File: config.mk
export PLATFORM = sky130hd
export DESIGN_NAME = clipper_timebase_gen
export DESIGN_NICKNAME = d
export VERILOG_FILES = /design/src/rtl/clipper_pkg.sv /design/src/rtl/clipper_tick_gen.sv /design/src/rtl/clipper_timebase_gen.sv
export SDC_FILE = /design/constraint.sdc
export NUM_CORES = 1
export LEC_CHECK = 0
export ABC_CLOCK_PERIOD_IN_PS = 7150
export BUFFER_PORTS_ARGS = -buffer_cell sky130_fd_sc_hd__clkbuf_2
export CORE_MARGIN = 8
export CORE_UTILIZATION = 25
export CTS_BUF_LIST = sky130_fd_sc_hd__clkbuf_4
export CTS_CLUSTER_SIZE = 24
export DETAILED_ROUTE_END_ITERATION = 8
export SYNTH_ARGS = -nofsm -noshare
export SYNTH_HDL_FRONTEND = slang
export SYNTH_SLANG_ARGS = --single-unit
File: constraint.sdc
create_clock -name clk -period 7.15 [get_ports clk]
set_input_delay 1.43 -clock clk [delete_from_list [all_inputs] [get_ports clk]]
set_output_delay 1.43 -clock clk [all_outputs]
set_load 0.01 [all_outputs]
File: src/rtl/clipper_pkg.sv
// Shared Clipper timebase constants and the nanosecond time type.
package clipper_pkg;
  localparam int TB_TIME_W = 64;
  localparam int TB_INC_NS = 8;

  typedef logic [TB_TIME_W-1:0] tb_time_t;
endpackage

File: src/rtl/clipper_tick_gen.sv
// One periodic tick channel: remainder accumulator, compare/subtract, tick flop.
module clipper_tick_gen
  import clipper_pkg::*;
#(
  parameter int PERIOD_W = 32
) (
  input  logic                clk,
  input  logic                rst,
  input  logic                clear,
  input  logic                hold,
  input  logic                ena,
  input  logic [PERIOD_W-1:0] period,
  input  logic [PERIOD_W:0]   inc,
  output logic                tick
);
  // One extra bit beyond acc+inc so the sum can never overflow.
  localparam int SUM_W = PERIOD_W + 2;

  logic [PERIOD_W-1:0] acc;
  logic [PERIOD_W-1:0] acc_nxt;
  logic [SUM_W-1:0]    sum;
  logic [SUM_W-1:0]    rem;
  logic [SUM_W-1:0]    per_ext;
  logic                active;
  logic                fire;

  always_comb begin
    per_ext = {2'b00, period};
    active  = ena && (period != '0);
    sum     = {2'b00, acc} + {1'b0, inc};
    rem     = sum - per_ext;
    fire    = active && (sum >= per_ext);
    acc_nxt = acc;
    if (!active) begin
      acc_nxt = '0;
    end else if (fire) begin
      // Remainder still over the period means inc > period or the period shrank.
      acc_nxt = (rem >= per_ext) ? '0 : rem[PERIOD_W-1:0];
    end else begin
      acc_nxt = sum[PERIOD_W-1:0];
    end
  end

  always_ff @(posedge clk or posedge rst) begin
    if (rst) begin
      acc  <= '0;
      tick <= 1'b0;
    end else if (clear) begin
      acc  <= '0;
      tick <= 1'b0;
    end else if (hold) begin
      tick <= 1'b0;
    end else begin
      acc  <= acc_nxt;
      tick <= fire;
    end
  end
endmodule

File: src/rtl/clipper_timebase_gen.sv
// Free-running ns timebase with force/accelerate/freeze control and NB_TICK tick channels.
module clipper_timebase_gen
  import clipper_pkg::*;
#(
  parameter int TIME_W      = TB_TIME_W,
  parameter int INC_NS      = TB_INC_NS,
  parameter int ACCEL_SHIFT = 10,
  parameter int NB_TICK     = 4,
  parameter int PERIOD_W    = 32
) (
  input  logic                         clk,
  input  logic                         rst,
  input  logic                         force_i,
  input  logic [TIME_W-1:0]            force_time_i,
  input  logic                         accel_i,
  input  logic                         freeze_i,
  input  logic [NB_TICK-1:0]           tick_ena_i,
  input  logic [NB_TICK*PERIOD_W-1:0]  tick_period_i,
  output logic [TIME_W-1:0]            time_o,
  output logic                         time_valid_o,
  output logic [NB_TICK-1:0]           tick_o,
  output logic                         wrap_o
);
  localparam int ACC_W = PERIOD_W + 1;

  logic [TIME_W-1:0] inc;
  logic [TIME_W:0]   sum;
  logic [ACC_W-1:0]  inc_acc;

  always_comb begin
    inc = TIME_W'(INC_NS);
    if (freeze_i) begin
      inc = '0;
    end else if (accel_i) begin
      inc = TIME_W'(INC_NS) << ACCEL_SHIFT;
    end
    sum = {1'b0, time_o} + {1'b0, inc};
  end

  // Tick channels see the increment resized to the accumulator width.
  if (TIME_W >= ACC_W) begin : g_inc_trunc
    assign inc_acc = inc[ACC_W-1:0];
  end else begin : g_inc_ext
    assign inc_acc = {{(ACC_W-TIME_W){1'b0}}, inc};
  end

  // A frozen cycle adds zero, so the carry (and wrap_o) is naturally 0 there.
  always_ff @(posedge clk or posedge rst) begin
    if (rst) begin
      time_o       <= '0;
      time_valid_o <= 1'b0;
      wrap_o       <= 1'b0;
    end else if (force_i) begin
      time_o       <= force_time_i;
      time_valid_o <= 1'b1;
      wrap_o       <= 1'b0;
    end else begin
      time_o       <= sum[TIME_W-1:0];
      wrap_o       <= sum[TIME_W];
    end
  end

  for (genvar k = 0; k < NB_TICK; k++) begin : g_tick
    clipper_tick_gen #(
      .PERIOD_W (PERIOD_W)
    ) u_tick (
      .clk    (clk),
      .rst    (rst),
      .clear  (force_i),
      .hold   (freeze_i),
      .ena    (tick_ena_i[k]),
      .period (tick_period_i[k*PERIOD_W +: PERIOD_W]),
      .inc    (inc_acc),
      .tick   (tick_o[k])
    );
  end
endmodule

# --- Yosys cells after proc, flatten, opt, wreduce, memory -nomap -nowiden ---
# Cells that the tools add are included.
# W data, S select, Z words.
word_totals:
  ff_bits: 198
  inputBits: 201
  out_inout_bits: 70
  elab_cells: 73
classes:
  addsub: 9
  order_cmp: 8
  eq_ne: 1
  mux: 32
  n_reduce_logical: 12
ops:
  columns: ["cell", "count"]
  rows:
  - ["$mux W32", 20]
  - ["$ge A34 B32 Y1", 8]
  - ["$sub A34 B32 Y34", 4]
  - ["$add A32 B14 Y33", 4]
  - ["$reduce_bool A32 Y1", 4]
  - ["$add A64 B64 Y65", 1]
  - ["$mux W64", 1]
  - ["$mux W14", 2]
  - ["$mux W1", 9]
  - ["$logic_and A1 B1 Y1", 8]
  - ["$ne A2 B2 Y1 const B", 1]

# --- Longest topological paths before layout ---
depth:
  ltp_word: 10
  ltp_mapped: 31
  ltp_nobuf: 28

# --- Hierarchy ---
# From an unflattened synthesis, not the netlist that was laid out.
unflattened:
  cells_unflattened: 3333
  area_unflattened_um2: 26823.2
by_module_without_submodules:
  columns: ["module", "instances", "cells_each", "area_per_inst_um2", "seq_area_each_um2"]
  rows:
  - ["clipper_tick_gen at g_tick[1].u_tick ...", 2, 692, 5670.4, 825.8]
  - ["clipper_tick_gen at g_tick[3].u_tick", 1, 757, 5904.4, 825.8]
  - ["clipper_tick_gen at g_tick[0].u_tick", 1, 775, 5774.3, 825.8]
  - ["clipper_timebase_gen", 1, 417, 3803.6, 1651.6]

# --- Worst setup path before layout ---
# Ideal clock, no wire load.
synth_path:
  path_kind: "input port to flip-flop"
  from: "in freeze_i"
  to: "reg g_tick[2].u_tick.acc[18]"
  setup_time_ns: 0.066
  arrival_ns: 7.515
  t_required_ns: 7.084
  slack_ns: -0.432
  path_stages: 30
  path_buffers: 4
  cell_sequence: "clkbuf_1 nor2_1 ha_1 ha_1 nand3_1 nor3_1 a41o_1 nor2b_1 and4_1 xor2_1 ha_1 clkbuf_1 a21o_1 a21o_1 a21oi_1 a21oi_1 a211oi_1 o21bai_1 xor2_1 ha_1 nand2_1 o21ai_0 or2_2 a2111oi_0 o21ai_0 nor4_2 nor2b_1 buf_2 buf_2 a221o_1"
synth_between:
  elab_chain_len: 9
  word_cells_on_any_way: 12
  cone_classes: "add/sub: 2; order compare: 2; eq/ne: 1; mux: 6; reduce/logical: 1"
synth_rtl:
  columns: ["element", "line_no", "source"]
  rows:
  - ["start: declaration", "clipper_timebase_gen.sv:16", "input logic freeze_i,"]
  - ["$mux W14", "clipper_timebase_gen.sv:32", "if (freeze_i) begin"]
  - ["$add A32 B14 Y33", "clipper_tick_gen.sv:30", "sum = {2'b00, acc} + {1'b0, inc};"]
  - ["$sub A34 B32 Y34", "clipper_tick_gen.sv:31", "rem = sum - per_ext;"]
  - ["$ge A34 B32 Y1", "clipper_tick_gen.sv:38", "acc_nxt = (rem >= per_ext) ? '0 : rem[PERIOD_W-1:0];"]
  - ["$mux W32", "clipper_tick_gen.sv:38", null]
  - ["$mux W32", "clipper_tick_gen.sv:36", "end else if (fire) begin"]
  - ["$mux W32", "clipper_tick_gen.sv:34", "if (!active) begin"]
  - ["$mux W32", "clipper_tick_gen.sv:51", "end else if (hold) begin"]
  - ["$mux W32", "clipper_tick_gen.sv:48", "end else if (clear) begin"]
  - ["end signal: assignment", "clipper_tick_gen.sv:54", "acc <= acc_nxt;"]
  - ["end: declaration", "clipper_tick_gen.sv:19", "logic [PERIOD_W-1:0] acc;"]
# Several ways; a longest one is shown, not always the timed one. The select of a mux whose other input is x is not followed.
# A chain may end at the register's enable or synchronous reset.

# --- Final worst setup path ---
layout_path:
  from: "in freeze_i"
  to: "reg g_tick[1].u_tick.acc[9]"
layout_between:
  elab_chain_len: 9
  word_cells_on_any_way: 12
  cone_classes: "add/sub: 2; order compare: 2; eq/ne: 1; mux: 6; reduce/logical: 1"
layout_rtl:
  columns: ["element", "line_no"]
  rows:
  - ["$mux W14", "clipper_timebase_gen.sv:32"]
  - ["$add A32 B14 Y33", "clipper_tick_gen.sv:30"]
  - ["$sub A34 B32 Y34", "clipper_tick_gen.sv:31"]
  - ["$ge A34 B32 Y1", "clipper_tick_gen.sv:38"]
  - ["$mux W32", "clipper_tick_gen.sv:38"]
  - ["$mux W32", "clipper_tick_gen.sv:36"]
  - ["$mux W32", "clipper_tick_gen.sv:34"]
  - ["$mux W32", "clipper_tick_gen.sv:51"]
  - ["$mux W32", "clipper_tick_gen.sv:48"]
  - ["end signal: assignment", "clipper_tick_gen.sv:54"]
  - ["end: declaration", "clipper_tick_gen.sv:19"]
# Several ways; a longest one is shown, not always the timed one. The select of a mux whose other input is x is not followed.

==> metrics.md <==
| Metric | Value |
|---|---|
| Outcome | completed |
| Adder-cell area share of the yosys netlist | 0.156 |
| Setup violations, final | 0 |
| Slew margin rel. | 0.178 |
| Final min period | 6710 ps |
| Period utilisation layout | 0.939 |
| Most frequent cells in the layout | 316 x buf_4, 271 x ha_1, 269 x clkbuf_2 |
| Pleak | ~14 nW |
| FF-to-FF End | g_tick[1].u_tick.acc[9] |
| Starting DRT DRC Count | 1,511 |
| Final Cell Area | 0.0275 mm^2 |
| CP max stage cell | a311oi_1 |
| Buffers on Ports | 270 |
| CTS-repair resized insts | 0 |
| Initial antenna violation count | 9 |
| CP startpoint kind | input pin |
| Slew Limit Fails | 0 |
| Reg2Reg Setup Slack | 1100 ps |
| GRT Total Usage | 0.156 |
| First-pass GRT wire length | 123 mm |
| Flops & latches, synth | a little under 200 |
| Yosys Warn Count | 0 |
| CP delay by family, top | compound AO/OA/AOI/OAI gates |
| WHS Endpoint | g_tick[2].u_tick.acc[3] |
| Die W | 314 um |
| IO Pins | 271 |
| CTS tree | built |
| Commonest non-fill, non-tap cell in the layout | buf_4 |
| DRT Wirelength | 79.2 mm |
| Placed Area | 0.0272 mm^2 |
| Worst setup path category | in2reg |
| Clock Latency Late Sink | just over 800 ps |
| Largest family of logic cells by synthesized area | compound AO/OA/AOI/OAI gates |
| Nature of the critical path endpoint | flop |
| FF-to-FF path depth | 28 |
| Top cell by count, worst path | buf_4 |
| Hold Startpoint | g_tick[2].u_tick.acc[3] |
| CTS max path bufs | 2 |
| Area growth syn-to-layout | 23.7% |
| XOR/XNOR Fraction of Synth Area | 0.106 |
| GRT overflow | 0 |
| Number of flops mapped to enable cells by yosys | 0 |
| Initial Utilization | 0.252 |
| Post-Layout Cell Count | 4,458 |
| CTS buffer count | 17 |
| Worst r2r src | g_tick[1].u_tick.acc[3] |
| Htree depth | 4 |
| Syn Nets | 3,229 |
| Number of core rows | 109 |
| Vias | between 20,000 and 25,000 |
| Compound-gate portion of the synthesized area | 0.248 |
| Final #Nets | 3,747 |
| Fin. Hold Viols | 0 |
| Worst Hold Class | reg2reg |
| Power per standard cell area | just over 100 mW/mm^2 |
| Hpwl dp | 64.1 mm |
| Die H | around 310 um |
| Post-CTS Setup Inserts | 0 |
| Max cap viols | 0 |
| Hold WS | about 520 ps |
| Worst EP required | 7890 ps |
| Slowest stage delay, CP | 340 ps |
| Area leader, netlist | dfrtp_1 |
| Mean routed wirelength per cell | between 15 and 20 um |
| RSZ-0062 raised after global routing | no |
| FMAX | 149 MHz |
| CP bufs+invs | 6 |
| Die Area | 0.0988 mm^2 |
| Residual DRC | 0 |
| Sink Count | 198 |
| Most used flip-flop cell after synthesis | dfrtp_1 |
| Worst vdd ir | around 110 uV |
| Worst Path Max Fanout | 15 |
| Root buffer cell | clkbuf_4 |
| Synth top area cells | dfrtp_1 22%, ha_1 15%, xnor2_1 5.9% |
| Synth cell types | 82 |
| Worst-margin pin slew | approximately 1200 ps |
| CORE AREA | 0.0884 mm^2 |
| Final clock skew | ~45 ps |
| Placed cells | around 4,400 |
| GP Congestion | about 0.92 |
| Share of layout cells above drive strength 1 | 0.204 |
| Mapped Cells | 2,753 |
| Via-to-Cell Ratio | 5.06 |
| WP data arrival | roughly 7500 ps |
| Asr flop ratio synth | 1.00 |
| DR pass1 iterations | 5 |
| Largest net degree at the start of global routing | 136 |
| Post-Syn Area | ~0.022 mm^2 |
| Synth Area in Simple Gates | 0.214 |
| Antenna Nets Post-Route | 0 |
| CTS clock-pin slew for the worst setup and hold paths | 190 ps |
| Sum Neg Setup Slack | 0 ps |
| Vias in the first global route | 22,203 |
| Mux cell area share after synthesis | 0.00343 |
| Post-synthesis area per instance | 8.08 um^2 |
| Hold depth | 2 |
| Yosys top cell area share | 0.223 |
| Seq/Total Area, Yosys | 0.223 |
| Post-CTS Hold Fix Bufs | 0 |
==> kinds of logic after synthesis <==
logic type,Yosys count
muxes,7
DFF,198
adders and majority gates,275
AOI/OAI and AO/OA,794
xor gates and xnor gates,270
and+or+nand+nor,927
buffers and inverters,282
==> power breakdown <==
part	switching [mW]	internal (mW)
sequential	0.0465	1.16
combinational	0.523	0.373
clock	0.544	0.165
total	1.11	1.70
==> how the worst max path moves through the flow <==
stage | startpoint | slack, ps | depth (start not counted) | endpoint
after detailed placement | freeze_i | -360 | 31 | g_tick[1].u_tick.acc[20]
after floorplan | freeze_i | 60 | 30 | g_tick[2].u_tick.acc[18]
after global placement | freeze_i | -400 | 31 | g_tick[1].u_tick.acc[13]
after global routing | freeze_i | 50 | 30 | g_tick[0].u_tick.acc[18]
final | freeze_i | 440 | 31 | g_tick[1].u_tick.acc[9]
after CTS | freeze_i | 600 | 30 | g_tick[0].u_tick.acc[18]
==> metrics by stage <==
stage          total power [mW]   util  setup slack, ps
2_1_floorplan              1.73      -             58.6
3_3_place_gp               2.11  0.308             -397
3_5_place_dp               2.12  0.308             -362
4_1_cts                    2.85  0.311              601
5_1_grt                    2.99  0.311             49.2
6_report                   2.81  0.312              437
==> metal layers <==
layer / part of all wire / vias up / global-route usage
li1: - / 11189 / -
met1: 0.46 / 10761 / 0.204
met2: 0.47 / 485 / 0.259
met3: 0.043 / 101 / 0.0235
met4: 0.026 / 6 / 0.0533
met5: 0.00059 / - / 0
==> synthesized netlist by cell type (51+ instances only) <==
cell type  count
nor2_1       151
o21ai_0      161
nand4_1       78
nand3_1       96
clkbuf_1      75
nand2_1      230
and2_1        66
a21o_1       126
and3_1        52
inv_1        190
xnor2_1      150
a21oi_1      161
xor2_1       120
dfrtp_1      198
nor3_1        51
ha_1         271
a221o_1       92
==> cell type report <==
type | instances | area [um^2]
antenna | 9 | 22.5
clock buffer | 18 | 135
inverter | 190 | 721
multi-input combinational | 2273 | 16200
tap | 1165 | 1460
timing repair buffer | 591 | 3840
clock inverter | 14 | 156
sequential | 198 | 4950
fill | 9524 | 60800
==> state kept, by name, summed over array words and instances, names as in the netlist <==
name,count
g_tick.u_tick.acc,128
time_o,64
g_tick.u_tick.tick,4
time_valid_o,1
wrap_o,1
==> worst min-delay path, stage by stage, from the launching register on <==
cell and delay (ps):
dfrtp_1 390, nand2_1 50, o21ai_0 60
Note: power is estimated with default switching activity, not from simulation.
